--- config.mk ---
export PLATFORM = sky130hd
export DESIGN_NAME = sd_route_act
export DESIGN_NICKNAME = d
export VERILOG_FILES = /design/src/rtl/sd_route_act.sv
export SDC_FILE = /design/constraint.sdc
export NUM_CORES = 1
export LEC_CHECK = 0
export BUFFER_PORTS_ARGS = -buffer_cell sky130_fd_sc_hd__buf_2
export CORE_MARGIN = 2
export CORE_UTILIZATION = 54
export DETAILED_ROUTE_END_ITERATION = 7
export PLACE_DENSITY = 0.84
export SLEW_MARGIN = 20
export SYNTH_ARGS = -nofsm -noshare
export SYNTH_HDL_FRONTEND = slang
export SYNTH_SLANG_ARGS = --single-unit
export TNS_END_PERCENT = 20
--- constraint.sdc ---
create_clock -name clk_sys -period 2.5 [get_ports clk_sys]
set_input_delay 0.5 -clock clk_sys [delete_from_list [all_inputs] [get_ports clk_sys]]
set_output_delay 0.5 -clock clk_sys [all_outputs]
set_load 0.03 [all_outputs]
--- src/rtl/sd_route_act.sv ---
// rtl/sd_route_act.sv - SD SPI router: physical card or one of NCH virtual channels, with mount and activity tracking
// Optional feature macro: SD_ROUTE_BLINK_EN (blinking activity LED).
module sd_route_act #(
  parameter int NCH     = 2,
  parameter int CW      = 1,
  parameter int TIMEOUT = 1000000,
  parameter int TW      = 20
`ifdef SD_ROUTE_BLINK_EN
  , parameter int BLINK_SH = 22
`endif
) (
  input  logic           clk_sys,
  input  logic           reset,
  input  logic [NCH-1:0] img_mounted,
  input  logic [NCH-1:0] img_nz,
  input  logic [CW-1:0]  drive_sel,
  input  logic           spi_sck,
  input  logic           spi_ss,
  input  logic           spi_mosi,
  output logic           spi_miso,
  output logic           sd_sck,
  output logic           sd_cs,
  output logic           sd_mosi,
  input  logic           sd_miso,
  output logic [NCH-1:0] vsd_ss,
  input  logic [NCH-1:0] vsd_miso,
  output logic [NCH-1:0] mounted,
  output logic [NCH:0]   act,
  output logic           led
);

  localparam logic [TW-1:0] TMO = TW'(TIMEOUT);

  logic          rvirt;
  logic [CW-1:0] rch;
  logic          sel_mounted;
  logic [NCH:0]  route_hot;
  logic          mosi_q;
  logic          miso_q;
  logic          edge_det;
  logic [TW-1:0] cnt      [NCH+1];
  logic [TW-1:0] cnt_next [NCH+1];
  logic [NCH:0]  act_next;

  // Out-of-range drive_sel matches no channel, so it falls through to the physical card.
  always_comb begin
    sel_mounted = 1'b0;
    for (int i = 0; i < NCH; i++) begin
      if (drive_sel == CW'(i)) sel_mounted = mounted[i];
    end
  end

  always_comb begin
    vsd_ss   = '1;
    sd_cs    = 1'b1;
    sd_sck   = 1'b0;
    sd_mosi  = 1'b0;
    spi_miso = sd_miso;
    if (rvirt) begin
      for (int i = 0; i < NCH; i++) begin
        if (rch == CW'(i)) begin
          vsd_ss[i] = spi_ss;
          spi_miso  = vsd_miso[i];
        end
      end
    end else begin
      sd_cs    = spi_ss;
      sd_sck   = spi_sck;
      sd_mosi  = spi_mosi;
      spi_miso = sd_miso;
    end
  end

  always_comb begin
    route_hot = '0;
    if (rvirt) begin
      for (int i = 0; i < NCH; i++) begin
        if (rch == CW'(i)) route_hot[i] = 1'b1;
      end
    end else begin
      route_hot[NCH] = 1'b1;
    end
  end

  assign edge_det = (spi_mosi ^ mosi_q) | (spi_miso ^ miso_q);

  // A fresh edge beats the counter saturating on the same cycle.
  always_comb begin
    for (int k = 0; k <= NCH; k++) begin
      if (edge_det && route_hot[k]) begin
        cnt_next[k] = '0;
      end else if (cnt[k] < TMO) begin
        cnt_next[k] = cnt[k] + TW'(1);
      end else begin
        cnt_next[k] = cnt[k];
      end
      act_next[k] = (cnt_next[k] < TMO);
    end
  end

`ifdef SD_ROUTE_BLINK_EN
  logic [BLINK_SH-1:0] blink;

  always_ff @(posedge clk_sys) begin
    if (reset) begin
      blink <= '0;
      led   <= 1'b0;
    end else begin
      blink <= blink + BLINK_SH'(1);
      led   <= (|act_next[NCH-1:0]) & blink[BLINK_SH-1];
    end
  end
`else
  always_ff @(posedge clk_sys) begin
    if (reset) led <= 1'b0;
    else       led <= |act_next[NCH-1:0];
  end
`endif

  always_ff @(posedge clk_sys) begin
    if (reset) begin
      mounted <= '0;
      rvirt   <= 1'b0;
      rch     <= '0;
      mosi_q  <= 1'b0;
      miso_q  <= 1'b0;
      act     <= '0;
      for (int k = 0; k <= NCH; k++) cnt[k] <= TMO;
    end else begin
      for (int i = 0; i < NCH; i++) begin
        if (img_mounted[i]) mounted[i] <= img_nz[i];
      end
      // Route only moves between transfers; mid-transfer changes wait for ss high.
      if (spi_ss) begin
        rch   <= drive_sel;
        rvirt <= sel_mounted;
      end
      mosi_q <= spi_mosi;
      miso_q <= spi_miso;
      act    <= act_next;
      for (int k = 0; k <= NCH; k++) cnt[k] <= cnt_next[k];
    end
  end

endmodule

# == Word-level counts from Yosys, hierarchy flattened ==
# Memories as Yosys holds them, arrays and structs flattened.
# Cells that the tools add are included.
# totals
mem_bits_rw,60
mem_count,1
in_bits,13
regBits,10
# classes
bitwise,6
n_lt_le_gt_ge,6
addsub,3
n_reduce_logical,4
muxes,25
# mem_list
memory,words,word_bits,read_ports,rd_ports_with_merged_regs,wr,line_no,rtl
cnt,3,20,3,0,3,41,logic [TW-1:0] cnt [NCH+1];
# ops
op,n
$mux 20,9
$lt 20x20->1 const B,6
$add 20x1->20 const B,3
$mux 1,14
$mux 2,2
$or 1x1->1,4
$logic_and 1x1->1,3
$reduce_or 2->1,1
$xor 1x1->1,2

# == Logic depth before layout (Yosys ltp) ==
# depth
word_depth,8
depth_mapped,9

# == Worst setup path before layout ==
# Ideal clock, no wire load.
# synth_timing
path_type,register to register
startpoint,mem cnt[2][10] (netlist: cnt[0][50])
endpoint,reg act[2]
arrival_time_ns,2.527
slack_ns,-0.104
setup_ns,0.077
path_stages_with_launch,9
path_cell_list,dfxtp_1 > or4_1 > o311a_1 > buf_6 > nor3b_1 > mux2i_1 > a21oi_1 > or4_4 > a41oi_2
# synth_rtl
element,line_no,rtl
start: declaration,41,
end signal: assignment,140,act <= act_next;
end: declaration,28,"output logic [NCH:0] act,"

==> results.cfg <==
[status]
status = finished with violations
violations = negative setup slack

[floorplanning]
floorplan.die.height_um = 86.87
die_width_um = 86.87
fp.coreArea_mm2 = 0.006719
initial_core_util = 0.5520
ios = 25
rows = 30
dieArea_mm2 = 0.007546

[yosys]
synth_common_cells = dfxtp_1 (70), nor2_1 (66), nand2_1 (35), xnor2_1 (31), xor2_1 (22)
synth_area_leader_cell = dfxtp_1
synth_seq_cells = 70
syn_avg_cell_area_um2 = 8.409
synthTopCellsByArea = dfxtp_1 (38%), xnor2_1 (7.3%), nor2_1 (6.7%)
synthCells = 441
yosysWarnings = 0
seq_area_frac_synth = 0.3779
yosysMostFrequentCell = dfxtp_1
synth_enable_flop_cells = 0
synthesis.nets = 457
async_flop_share = 0
yosys.area.top_type_share = 0.3779
netlist_area_mm2 = 0.003709
synth_ff_type = dfxtp_1
synth_cell_type_count = 57

[timing]
rsz0062_at_grt = yes
fin_crit_sh = 1.025
fin_ws_ns = -0.06290
worstMarginPinSlew_ns = 0.7528
fin_skew_ns = 0.006361
whs_ns = 0.3781
period_needed_ns = 2.563
drv_slew = 0
maxSlewHeadroom = 0.4981
setup_violations = 1
setup_tns_ns = -0.06290
fmax_ghz = 0.3902
hold_viol = 0

[global_routing]
first_global_vias = 3215
grt_pass1_wl_um = 14230
grtUsageTotal = 0.2365
antenna_found_initial = 0
grt_max_degree = 21
gr-total-overflow = 0

[critical_path]
crit_end = act[2]
r2r_end = act[2]
start_kind = flip-flop
cp_max_fo = 5
cp.required_ns = 2.78
critical_path_class = reg2reg
reg2reg_depth = 8
r2r_start = cnt[0][50]
startpoint = cnt[0][50]
arrival_ns = 2.85
cp-end-kind = flip-flop
r2r_slack_ns = -0.06

[cells_and_area]
syn_to_final_growth_pct = 19.60
fin_nets = 510
num_antenna_cells = 0
drive_gt1_frac = 0.2104

[clock_network]
clkSinkCount = 70
cts_buffers = 9
cts_buffer_depth = 2
insertion_delay_ns = 0.36
ctsHoldBuffers = 0
clockRootBuffer = clkbuf_8
cts_tree = built
htree_num_levels = 3
clk_pin_slew_ns = 0.07

[detailed_routing]
top_layer = met4
met3_length_um = 468
wl_per_cell_um = 14.60
wl_met2_um = 4245
drc_errors = 0
ant_nets = 0
drt-initial-drc-count = 231
drt-pass1-iter-count = 4
vias_per_cell = 5.782
met1Wirelength_um = 3602
dr_total_vias = 3348
wl_um = 8451

[power]
power_w = 0.002635
p_leak_nw = 1.724
internal_power_w = 0.001955
power.switching_w = 0.0006800
clockPowerShare = 0.404
ir_drop_mv = 0.3648
p_per_area_mw_per_mm2 = 594.1
comb_power_share = 0.135
pwr-share-seq = 0.461
netSwitchingFraction = 0.2581

[run]
maxCapViolCount = 0

[min_path]
hold_path.class = in2reg

[place]
io_buffers = 24
dp_hpwl_um = 6002
finalWeightedCongestion = 0.9381
[kinds of logic (layout without fill, tap and decap cells)]
family                     Yosys count  count (layout)  synth area share
buffers and inverters               28              86           0.03036
AOI/OAI and AO/OA                   66              66            0.1356
xor gates and xnor gates            53              53            0.1252
adders and majority gates            3               3           0.01012
and+or+nand+nor                    207             207            0.2827
DFF                                 70              70            0.3779
muxes                               14              14           0.03812
[timing repair]
action                                  CTS  global route
setup buffers                             1             2
pin swaps                                 0             0
endpoints found under the setup margin    2             4
resized for setup                         1            12
[registers in the layout (all words and copies together) (netlist names)]
register and flops:
cnt 60, act 3, mounted 2, led 1
miso_q 1, mosi_q 1, rch 1, rvirt 1
[worst max-delay path, stage by stage (launching register included)]
cell,delay [ns]
dfxtp_1,0.31
or4_4,0.53
o311a_4,0.34
buf_4,0.14
nor3b_2,0.17
mux2i_1,0.27
a21oi_1,0.09
or4_4,0.49
a41oi_2,0.16
[worst min-delay path by stage]
stage,startpoint,end,slack [ns],cells after the start
after CTS,img_nz[0],mounted[0],0.38,3
after global routing,img_nz[0],mounted[0],0.39,3
after global placement,cnt[0][1],cnt[0][1],0.48,2
after detailed placement,cnt[0][1],cnt[0][1],0.50,2
after floorplan,cnt[0][1],cnt[0][1],0.47,2
final,img_nz[0],mounted[0],0.38,3
[metrics by stage]
stage               instances  worst slack, ns  cell area [um^2]    util
global route              579          -0.1653              4436  0.6601
detailed placement        560         -0.06739              4108  0.6114
CTS                       577         -0.09794              4350  0.6475
finish                    579         -0.06290              4436  0.6601
global placement          560         -0.01794              4108  0.6114
floorplan                 441         0.007565              3719       -
[routing by layer]
| layer | up-vias | track usage |
|---|---|---|
| met3 | 15 | 0.07867 |
| li1 | 1661 | - |
| met1 | 1585 | 0.2797 |
| met4 | 0 | 0.07102 |
| met2 | 87 | 0.4060 |
| met5 | - | 0 |
[layout by cell type (no fill, tap or decap), types with 3 or more instances in the layout]
master / n
nand4_1: 13
and4_1: 8
a21o_1: 3
clkbuf_8: 12
dfxtp_1: 68
xor2_1: 22
a21oi_1: 12
a31oi_1: 4
and3_1: 6
nor3_1: 12
o31a_1: 3
xnor2_1: 30
a211o_1: 3
nor2_1: 66
or2_2: 11
nor2b_1: 5
a211oi_1: 6
buf_2: 24
or4_4: 3
or3_1: 7
o21ai_0: 3
nand2_1: 35
ha_1: 3
nand2b_1: 4
inv_1: 11
nand3_1: 20
mux2i_1: 13
buf_4: 34
o21bai_1: 10
[power by group through the flow]
stage / logic [W] / registers, W / clock network [W]
after global placement: 0.000328 / 0.00124 / 0
final: 0.000356 / 0.00121 / 0.00107
after global routing: 0.000390 / 0.00122 / 0.00113
after detailed placement: 0.000339 / 0.00124 / 0
after CTS: 0.000341 / 0.00121 / 0.00108
after floorplan: 0.000225 / 0.00125 / 0
[layout make-up]
| class | count | area [um^2] |
|---|---|---|
| tap | 80 | 100.1 |
| fill | 537 | 2283 |
| timing repair buffer | 59 | 386.6 |
| clock inverter | 3 | 65.06 |
| inverter | 11 | 41.29 |
| multi-input combinational | 343 | 2270 |
| clock buffer | 13 | 168.9 |
| sequential | 70 | 1404 |
No activity file was read; power rests on OpenSTA's default activity.
